<file path="config.mk">
export PLATFORM = sky130hd
export DESIGN_NAME = mlp_infer_sequencer
export DESIGN_NICKNAME = d
export VERILOG_FILES = /design/src/rtl/mlp_infer_sequencer.sv
export SDC_FILE = /design/constraint.sdc
export NUM_CORES = 1
export LEC_CHECK = 0
export BUFFER_PORTS_ARGS = -buffer_cell sky130_fd_sc_hd__clkbuf_2
export CORE_UTILIZATION = 45
export CTS_BUF_LIST = sky130_fd_sc_hd__clkbuf_8
export DETAILED_ROUTE_END_ITERATION = 7
export PLACE_DENSITY = 0.69
export RECOVER_POWER = 100
export SLEW_MARGIN = 20
export SYNTH_ARGS = -nofsm -noshare
export SYNTH_HDL_FRONTEND = slang
export SYNTH_SLANG_ARGS = --single-unit
</file>
<file path="constraint.sdc">
create_clock -name clk -period 3 [get_ports clk]
set_input_delay 0.3 -clock clk [delete_from_list [all_inputs] [get_ports clk]]
set_output_delay 0.3 -clock clk [all_outputs]
set_load 0.05 [all_outputs]
</file>
<file path="src/rtl/mlp_infer_sequencer.sv">
// Feeds a slow combinational MLP classifier: deserialises a feature frame, holds it while the
// classifier settles, then captures the argmax class onto a result stream. One inference in flight.
module mlp_infer_sequencer #(
    parameter int N_FEAT     = 11,
    parameter int FEAT_W     = 4,
    parameter int CLS_W      = 3,
    parameter int SETTLE_CYC = 4
) (
    input  logic                       clk,
    input  logic                       rst,
    input  logic                       s_valid,
    output logic                       s_ready,
    input  logic [FEAT_W-1:0]          s_data,
    input  logic                       s_last,
    output logic [N_FEAT*FEAT_W-1:0]   cls_inp,
    input  logic [CLS_W-1:0]           cls_out,
    output logic                       m_valid,
    input  logic                       m_ready,
    output logic [CLS_W-1:0]           m_class,
    output logic                       frame_err
);
    localparam int IDX_W = (N_FEAT > 1) ? $clog2(N_FEAT) : 1;
    localparam int CNT_W = (SETTLE_CYC > 1) ? $clog2(SETTLE_CYC + 1) : 1;
    localparam logic [IDX_W-1:0] LAST_IDX   = IDX_W'(N_FEAT - 1);
    localparam logic [CNT_W-1:0] SETTLE_LD  = CNT_W'(SETTLE_CYC - 1);

    typedef enum logic [1:0] {
        COLLECT = 2'd0,
        SETTLE  = 2'd1,
        HOLD    = 2'd2,
        DRAIN   = 2'd3
    } state_t;

    // All sequencer state in one struct so it can be probed as a unit.
    typedef struct packed {
        state_t             state;
        logic [IDX_W-1:0]   idx;
        logic [CNT_W-1:0]   cnt;
        logic               resync;
    } seq_t;

    seq_t seq;

    // Both ports: a transfer happens on a rising edge where valid && ready are both 1;
    // valid is never withdrawn by the sequencer until its transfer completes.
    logic s_fire;
    logic m_fire;
    assign s_fire = s_valid && s_ready;
    assign m_fire = m_valid && m_ready;

    always_ff @(posedge clk) begin
        if (rst) begin
            seq.state  <= COLLECT;
            seq.idx    <= '0;
            seq.cnt    <= '0;
            seq.resync <= 1'b0;
            s_ready    <= 1'b1;
            m_valid    <= 1'b0;
            m_class    <= '0;
            cls_inp    <= '0;
            frame_err  <= 1'b0;
        end else begin
            frame_err <= 1'b0;
            unique case (seq.state)
                COLLECT: begin
                    if (s_fire) begin
                        for (int k = 0; k < N_FEAT; k++) begin
                            if (seq.idx == IDX_W'(k)) begin
                                cls_inp[k*FEAT_W +: FEAT_W] <= s_data;
                            end
                        end
                        if (seq.idx == LAST_IDX) begin
                            // A full frame always classifies; a missing s_last only forces a resync.
                            seq.state <= SETTLE;
                            seq.cnt   <= SETTLE_LD;
                            s_ready   <= 1'b0;
                            if (!s_last) begin
                                frame_err  <= 1'b1;
                                seq.resync <= 1'b1;
                            end
                        end else if (s_last) begin
                            frame_err <= 1'b1;
                            seq.idx   <= '0;
                        end else begin
                            seq.idx <= seq.idx + IDX_W'(1);
                        end
                    end
                end
                SETTLE: begin
                    if (seq.cnt == '0) begin
                        m_class   <= cls_out;
                        m_valid   <= 1'b1;
                        seq.state <= HOLD;
                    end else begin
                        seq.cnt <= seq.cnt - CNT_W'(1);
                    end
                end
                HOLD: begin
                    if (m_fire) begin
                        m_valid   <= 1'b0;
                        seq.idx   <= '0;
                        s_ready   <= 1'b1;
                        seq.state <= seq.resync ? DRAIN : COLLECT;
                    end
                end
                DRAIN: begin
                    if (s_fire && s_last) begin
                        seq.resync <= 1'b0;
                        seq.idx    <= '0;
                        seq.state  <= COLLECT;
                    end
                end
                default: begin
                    seq.state <= COLLECT;
                end
            endcase
        end
    end
endmodule

</file>
==> summary.md, run 1 <==
| Metric | Value |
|---|---|
| Synthesized area | 2540 um^2 |
| Postcts setup bufs | 0 |
| Largest area contributor in the netlist | dfxtp_1 |
| CP top delay family | simple AND/OR/NAND/NOR gates |
| Syn_nets | 274 |
| Post-synth EDFFs | 0 |
| Antenna-violating nets left | 0 |
| Row cnt | 26 |
| Die width | 77.1 um |
| Max Fclk | 0.448 GHz |
| Synth area leaders | dfxtp_1 (47%), mux2i_1 (18%), nor2_1 (6.9%) |
| Clk network pwr share | 0.482 |
| Post-synthesis mux area share | 0.182 |
| Die Footprint | 5950 um^2 |
| Slowest Stage Delay on Critical Path | 0.76 ns |
| Final hold violation count | 0 |
| Cell variety after synth | 36 |
| Hold Path Class | input port to register |
| Residual DRC | 0 |
| Pint | 1380 uW |
| DRT Pass-1 Iters | 4 |
| Hpwl dp | 3690 um |
| Main synth FF type | dfxtp_1 |
| Clock latency on the worst-skew pair | 0.33 ns |
| Vias per inst | 5.07 |
| Worst Setup End Kind | register |
| Least-Margin Pin Slew | 0.732 ns |
| Worst slack, placed | 0.861 ns |
| Ant. Diodes | 0 |
| Vias | 1967 |
| Synth warn | 0 |
| Number of global-route vias before repair | 1863 |
| Part of the power in registers | 0.460 |
| Final wirelength | 5390 um |
| Period Utilization, post-route | 0.745 |
| Area share of fa/ha/maj cells after synthesis | 0.0296 |
| Final number of max-transition violations | 0 |
| Buffers on Ports | 61 |
| Final GP Congestion | 0.755 |
| Sink Count | 60 |
| Die height | 77.1 um |
| Critical-path cell list | nand4bb_1, nor2_1, mux2i_1, nor2_1 |
| Pleak | 0.00126 uW |
| Max Clock Skew | 0.00832 ns |
| Placed instance count | 372 |
| Syn Inst Count | 256 |
| Total GRT Usage | 0.194 |
| Grt total ovfl | 0 |
| Hold-fix buffers, CTS | 0 |
| Setup TNS | 0 ns |
| CTS root buf | clkbuf_8 |
| CP max-delay cell | nor2_1 |
| Max-cap violations | 0 |
| FF-to-FF setup slack | 0.77 ns |
| Critical Path Start Type | register |
| WP data arrival | 2.44 ns |
| Worst vdd ir | 0.396 mV |
| PostCTS Resize Cnt | 0 |
| Relative slew slack | 0.510 |
| Synth async-reset ratio | 0 |
| IO Pins | 62 |
| Worst setup margin | 0.766 ns |
| Clk slew on worst S/H paths | 0.06 ns |
| Most used cell along the critical path | nor2_1 |
| TritonCTS clock tree | built |
| Share of cells above drive strength 1 | 0.104 |
| Pwr per Cell Area | 586 nW/um^2 |
| Register bit count reported by yosys | 60 |
| Simple logic cell fraction of the synthesized area | 0.211 |
| Min Clock Period, post-route | 2.23 ns |
| Initial DRC count | 121 |
| Register area share after synthesis | 0.473 |
| Clock buffer depth | 2 |
| Layout Nets | 331 |
| Initial antenna violation count | 0 |
| Synth Area in Compound Gates | 0.0606 |
| Switching pwr | 390 uW |
| WP buf/inv | 0 |
| Global-route wire length before repair | 9050 um |
| Avg Cell Area, Syn | 9.92 um^2 |
| CP Class | register to register |
| XOR/XNOR share of the synthesized area | 0.00345 |
| # setup viols final | 0 |
| Share of the synthesized area in the top cell type | 0.473 |
| Switching portion of total power | 0.220 |
| Area Overhead vs Synth | 18.9% |
| Worst EP required | 3.21 ns |
| Starting Density | 0.482 |
| Worst-path maximum fanout | 14 |
| Commonest non-fill, non-tap cell in the layout | dfxtp_1 |
| Inserted Clock Buffers | 9 |
| Fin cells | 388 |
| Core region area | 5270 um^2 |
| Logic gate share of total power | 0.058 |
| Routed len/inst | 13.9 um |
| Htree depth | 3 |
| Largest net degree at the start of global routing | 34 |
| Status | finished clean |
| Combinational family with the most area after synthesis | simple AND/OR/NAND/NOR gates |
| Unrepaired setup endpoints after global routing | no |
| Commonest cells after routing, fill and taps aside | dfxtp_1 (60), clkbuf_1 (51), nor2_1 (48) |
==> worst paths after layout <==
kind | start | endpoint | depth (start not counted)
min reg2reg | m_class[0] | m_class[0] | 2
min | cls_out[1] | m_class[1] | 3
max reg2reg | seq[8] | cls_inp[43] | 4
max | seq[8] | cls_inp[43] | 4
==> worst register-to-register path, delay by kind of cell, from the launching register on <==
family	cells	cell delay (ns)
AND/OR/NAND/NOR	3	1.42
flip-flops	1	0.44
multiplexers	1	0.26
==> power by group through the flow <==
stage               Combinational, uW  Sequential (uW)  Clock (uW)
floorplan                        57.6              853           0
detailed placement                106              831           0
global route                      111              814         902
CTS                               107              813         874
finish                            103              813         853
global placement                  106              831           0
==> state kept, by name (all words and copies together), names as in the netlist <==
signal     flops
frame_err      1
cls_inp       44
m_valid        1
m_class        3
s_ready        1
seq           10
==> routing by layer <==
layer	global-route usage	wire length, um	vias up
li1	-	-	996
met1	0.255	2630	911
met2	0.288	2370	56
met3	0.0690	332	4
met4	0.0774	58	0
met5	0	0	-
==> logic make-up (layout without fill, tap and decap cells) <==
| group | after synthesis | after routing |
|---|---|---|
| AOI/OAI and AO/OA | 24 | 24 |
| DFF | 60 | 60 |
| buffers and inverters | 24 | 86 |
| and+or+nand+nor | 95 | 95 |
| adders and majority gates | 6 | 6 |
| muxes | 46 | 46 |
| xor gates and xnor gates | 1 | 1 |
==> metrics by stage <==
stage / hold WS [ns] / instance area, um^2 / util / total power [uW]
floorplan: 0.443 / 2540 / - / 911
global placement: 0.446 / 2870 / 0.545 / 938
detailed placement: 0.451 / 2870 / 0.545 / 938
CTS: 0.211 / 3100 / 0.589 / 1790
global route: 0.229 / 3020 / 0.573 / 1830
finish: 0.227 / 3020 / 0.573 / 1770
==> cells in the mapped netlist (all sizes together), types with 5 or more instances <==
cell type / count
inv: 7
dfxtp: 60
nand2: 12
a21oi: 9
mux2i: 45
ha: 6
nor3: 7
buf: 5
nand3: 6
nor2: 48
clkbuf: 12
==> cell type report <==
class                      instances  area (um^2)
clock buffer                       9          124
clock inverter                     7          108
fill                             492         2250
inverter                           7         26.3
multi-input combinational        172         1220
sequential                        60         1200
tap                               70         87.6
timing repair buffer              63          254
(Power assumes the default switching activity.)
==> run 2: changes to the inputs <==
- ABC_AREA: unset -> 1
- clock period: 3 -> 2.2 ns (I/O delays scaled with it)
==> summary.md, run 2 <==
| Metric | Value |
|---|---|
| DRT Pass-1 Iters | 4 |
| Cell variety after synth | 26 |
| Least-Margin Pin Slew | 0.623 ns |
| Final number of max-transition violations | 0 |
| Initial antenna violation count | 0 |
| Critical Path Start Type | register |
| Wire length on met1 | 2730 um |
| Die width | 79.4 um |
| Register bit count reported by yosys | 60 |
| Worst EP required | 2.44 ns |
| Total GRT Usage | 0.200 |
| Row cnt | 27 |
| Unrepaired setup endpoints after global routing | no |
| Switching portion of total power | 0.277 |
| FF+latch area | 1200 um^2 |
| Hold Path Class | input port to register |
| Hold path depth | 3 |
| Relative slew slack | 0.586 |
| CP max-delay cell | dfxtp_1 |
| Worst vdd ir | 0.502 mV |
| Main synth FF type | dfxtp_1 |
| Largest net degree at the start of global routing | 35 |
| WP buf/inv | 4 |
| Hold Path Origin | cls_out[0] |
| Clk network pwr share | 0.404 |
| PostCTS Resize Cnt | 0 |
| Pwr per Cell Area | 797 nW/um^2 |
| Htree depth | 3 |
| IO Pins | 62 |
| Slowest Stage Delay on Critical Path | 0.40 ns |
| Postcts setup bufs | 0 |
| Starting Density | 0.477 |
| Vias per inst | 4.78 |
| Most numerous cell in the Yosys netlist | nor2_1 |
| Number of global-route vias before repair | 2170 |
| Setup TNS | 0 ns |
| Final GP Congestion | 0.909 |
| Die Footprint | 6300 um^2 |
| Max Fclk | 0.586 GHz |
| Number of fill cells | 615 |
| TritonCTS clock tree | built |
| Share of the synthesized area in the top cell type | 0.446 |
| Area Overhead vs Synth | 11.3% |
| Synth warn | 0 |
| Worst Setup End Kind | register |
| Worst-path maximum fanout | 7 |
| Sink Count | 60 |
| Residual DRC | 0 |
| Regs by FF count | cls_inp x44, seq x10, m_class x3 |
| Core region area | 5640 um^2 |
| Multi-input logic area | 1110 um^2 |
| CP top delay family | simple AND/OR/NAND/NOR gates |
| RR Endpoint | seq[1] |
| Clk slew on worst S/H paths | 0.07 ns |
| Share of cells above drive strength 1 | 0.112 |
| Pleak | 0.00128 uW |
| Critical-path cell list | inv_1, ha_1, nand3_1, inv_2, nand2_1, nand2_1, inv_2, nand2_1, nand3_1, inv_1 |
| Max-cap violations | 0 |
| Inserted Clock Buffers | 9 |
| Part of the power in registers | 0.478 |
| Post-synth EDFFs | 0 |
| Max reg flops | 44 |
| Layout Nets | 426 |
| Global-route wire length before repair | 9650 um |
| Logic gate share of total power | 0.118 |
| Max Clock Skew | 0.0102 ns |
| Synthesized area | 2690 um^2 |
| Hpwl dp | 4080 um |
| Die height | 79.4 um |
| Final hold violation count | 0 |
| WP data arrival | 1.94 ns |
| Register area share after synthesis | 0.446 |
| Routed len/inst | 11.8 um |
| Switching pwr | 661 uW |
| Ant. Diodes | 0 |
| WL met3 | 341 um |
| FF-to-FF setup slack | 0.49 ns |
| CP Class | register to register |
| Final wirelength | 5720 um |
| Buffers on Ports | 61 |
| Commonest non-fill, non-tap cell in the layout | nor2_1 |
| CTS root buf | clkbuf_8 |
| Pint | 1730 uW |
| Most used cell along the critical path | nand2_1 |
| Max Used Layer | met4 |
| Initial DRC count | 116 |
| Worst r2r path cells | 10 |
| Vias | 2312 |
| Synth async-reset ratio | 0 |
| Grt total ovfl | 0 |
| Syn_nets | 365 |
| Hold-fix buffers, CTS | 0 |
| Avg Cell Area, Syn | 7.76 um^2 |
| Commonest cells after routing, fill and taps aside | nor2_1 (104), dfxtp_1 (60), clkbuf_1 (50) |
| Largest area contributor in the netlist | dfxtp_1 |
| Period Utilization, post-route | 0.775 |
| Biggest register | cls_inp |
| Antenna-violating nets left | 0 |
| Total chip power | 2390 uW |
| Syn Inst Count | 347 |
| Post-synth top cells | nor2_1 (103), dfxtp_1 (60), o21ai_0 (48), nand2_1 (31), inv_1 (20) |
| # setup viols final | 0 |
| Clock latency on the worst-skew pair | 0.34 ns |
| Min Clock Period, post-route | 1.71 ns |
| Synth area leaders | dfxtp_1 (45%), nor2_1 (14%), o21ai_0 (8.9%) |
| Reg2reg start | seq[4] |
| Status | finished clean |
| Hold Path Sink | m_class[0] |
| Met2 routed wirelength | 2560 um |
| Clock buffer depth | 2 |
run 2: metal layers:
layer / GRT usage / vias up
met5: 0 / -
met1: 0.240 / 1009
met2: 0.325 / 62
met3: 0.0754 / 8
li1: - / 1233
met4: 0.0727 / 0
run 2: cell type report:
| cell class | count | share of cell area |
|---|---|---|
| timing repair buffer | 62 | 0.0876 |
| sequential | 60 | 0.400 |
| inverter | 35 | 0.0476 |
| clock inverter | 5 | 0.0175 |
| clock buffer | 10 | 0.0459 |
| tap | 72 | 0.0300 |
| multi-input combinational | 240 | 0.371 |
run 2: how the worst max path moves through the flow:
stage | startpoint | end | slack, ns | cells after the start
after floorplan | s_ready | cls_inp[16] | 0.53 | 6
after global placement | seq[4] | seq[7] | 0.70 | 8
after detailed placement | seq[4] | seq[7] | 0.63 | 8
after CTS | seq[4] | seq[7] | 0.61 | 8
after global routing | seq[4] | seq[2] | 0.26 | 10
final | seq[4] | seq[1] | 0.49 | 10
run 2: cells by family after synthesis:
kind of cell / share of synthesized area
AO/OA/AOI/OAI: 0.120
adder cells (fa/ha/maj): 0.0279
buffers and inverters: 0.0817
flip-flops: 0.446
AND/OR/NAND/NOR: 0.324
run 2: power groups by stage:
| stage | combinational, uW | sequential, uW | clock [uW] |
|---|---|---|---|
| finish | 283 | 1140 | 965 |
| global route | 313 | 1150 | 1040 |
| CTS | 320 | 1140 | 990 |
| detailed placement | 319 | 1170 | 0 |
| global placement | 314 | 1170 | 0 |
| floorplan | 163 | 1260 | 0 |
run 2: stage by stage:
stage                util  setup slack, ns  cell area [um^2]  hold slack, ns  std cells
global route        0.532            0.263              3000           0.139        484
finish              0.532            0.495              3000           0.128        484
global placement    0.537            0.697              3030           0.452        469
floorplan               -            0.533              2690           0.365        347
detailed placement  0.537            0.631              3030           0.455        469
CTS                 0.571            0.612              3220           0.112        484
run 2: worst min-delay path: stages:
cell	delay [ns]
clkbuf_2	0.08
nand3_1	0.07
a21oi_1	0.06
==> run 3: changes to the inputs <==
- clock period: 2.2 -> 1.79 ns (I/O delays scaled with it)
==> summary.md, run 3 (synthesized netlist as in run 2, its figures left out) <==
| Metric | Value |
|---|---|
| Die height | 79.4 um |
| Final Util | 0.543 |
| Inserted Clock Buffers | 9 |
| Sink Count | 60 |
| Row cnt | 27 |
| Hold path depth | 3 |
| Hold Path Class | input port to register |
| Worst-path maximum fanout | 7 |
| Share of cells above drive strength 1 | 0.126 |
| Starting Density | 0.477 |
| Critical Path Start Type | register |
| Max Fclk | 0.635 GHz |
| Commonest non-fill, non-tap cell in the layout | nor2_1 |
| Vias | 2360 |
| IO Pins | 62 |
| Worst Setup End Kind | register |
| Grt total ovfl | 0 |
| Setup TNS | 0 ns |
| Htree depth | 3 |
| Worst r2r path cells | 10 |
| Area Overhead vs Synth | 13.7% |
| Routed len/inst | 11.8 um |
| CP Class | register to register |
| Worst Setup SP | seq[4] |
| FF-to-FF setup slack | 0.21 ns |
| Clock latency on the worst-skew pair | 0.33 ns |
| Reg2reg start | seq[4] |
| Unrepaired setup endpoints after global routing | no |
| Biggest register | cls_inp |
| Final number of max-transition violations | 0 |
| Total GRT Usage | 0.203 |
| Min Clock Period, post-route | 1.58 ns |
| Commonest cells after routing, fill and taps aside | nor2_1 (103), dfxtp_1 (60), clkbuf_1 (50) |
| Max-cap violations | 0 |
| Initial DRC count | 109 |
| Vias per inst | 4.86 |
| DRT Pass-1 Iters | 5 |
| Max Clock Skew | 0.00499 ns |
| Residual DRC | 0 |
| Layout Nets | 427 |
| PostCTS Resize Cnt | 0 |
| Core region area | 5640 um^2 |
| Final GP Congestion | 0.914 |
| WP data arrival | 1.81 ns |
| Worst vdd ir | 0.450 mV |
| Antenna-violating nets left | 0 |
| # setup viols final | 0 |
| Hold-fix buffers, CTS | 0 |
| TritonCTS clock tree | built |
| Buffers on Ports | 61 |
| Pleak | 0.00127 uW |
| Least-Margin Pin Slew | 0.635 ns |
| Clk slew on worst S/H paths | 0.06 ns |
| Number of global-route vias before repair | 2122 |
| Final wirelength | 5730 um |
| CTS root buf | clkbuf_8 |
| Initial antenna violation count | 0 |
| Total chip power | 2890 uW |
| Die Footprint | 6300 um^2 |
| Ant. Diodes | 0 |
| Regs by FF count | cls_inp x44, seq x10, m_class x3 |
| Max reg flops | 44 |
| RR Endpoint | seq[2] |
| Worst EP required | 2.02 ns |
| Critical path capture point | seq[2] |
| Largest net degree at the start of global routing | 35 |
| Pwr per Cell Area | 943 nW/um^2 |
| Final hold violation count | 0 |
| Period Utilization, post-route | 0.880 |
| Status | finished clean |
| Clock buffer depth | 2 |
| Postcts setup bufs | 0 |
| Die width | 79.4 um |
| Hpwl dp | 4140 um |
| Relative slew slack | 0.579 |
| Global-route wire length before repair | 9690 um |
==> run 3: per-layer routing <==
metal,vias up,GRT usage,part of all wire
li1,1229,-,-
met1,1053,0.246,0.47
met4,0,0.120,0.016
met5,-,0,0
met2,72,0.325,0.46
met3,6,0.0491,0.056
==> run 3: cell type report <==
| class | count | area (um^2) |
|---|---|---|
| tap | 72 | 90.1 |
| clock buffer | 12 | 165 |
| inverter | 35 | 141 |
| fill | 574 | 2580 |
| timing repair buffer | 63 | 258 |
| sequential | 60 | 1200 |
| multi-input combinational | 240 | 1180 |
| clock inverter | 4 | 22.5 |
==> run 3: worst max-delay path: stages, from the launching register on <==
cell	delay [ns]
dfxtp_1	0.41
inv_1	0.12
ha_1	0.30
nand3_4	0.14
inv_1	0.08
nand2_4	0.11
nand2_4	0.06
inv_1	0.09
nand2_1	0.06
nand3_1	0.08
inv_1	0.04
==> run 3: worst min-delay path by stage <==
stage	endpoint	slack, ns	from
finish	m_class[0]	0.09	cls_out[0]
global route	m_class[2]	0.1	cls_out[2]
CTS	m_class[0]	0.08	cls_out[0]
detailed placement	m_class[0]	0.44	cls_out[0]
global placement	m_class[2]	0.43	cls_out[2]
floorplan	cls_inp[18]	0.32	s_data[2]
==> run 3: stage by stage <==
step | hold slack [ns] | cells | instance area, um^2 | setup WS, ns
2_1_floorplan | 0.324 | 347 | 2690 | 0.123
3_3_place_gp | 0.435 | 470 | 3030 | 0.298
3_5_place_dp | 0.439 | 470 | 3030 | 0.237
4_1_cts | 0.0769 | 486 | 3210 | 0.226
5_1_grt | 0.0992 | 486 | 3060 | 0.0365
6_report | 0.0942 | 486 | 3060 | 0.215
==> run 3: report_power, final <==
part | leakage, uW | switching, uW | internal [uW]
clock | 0.0000982 | 519 | 608
sequential | 0.000486 | 30.9 | 1380
combinational | 0.000687 | 267 | 86.9
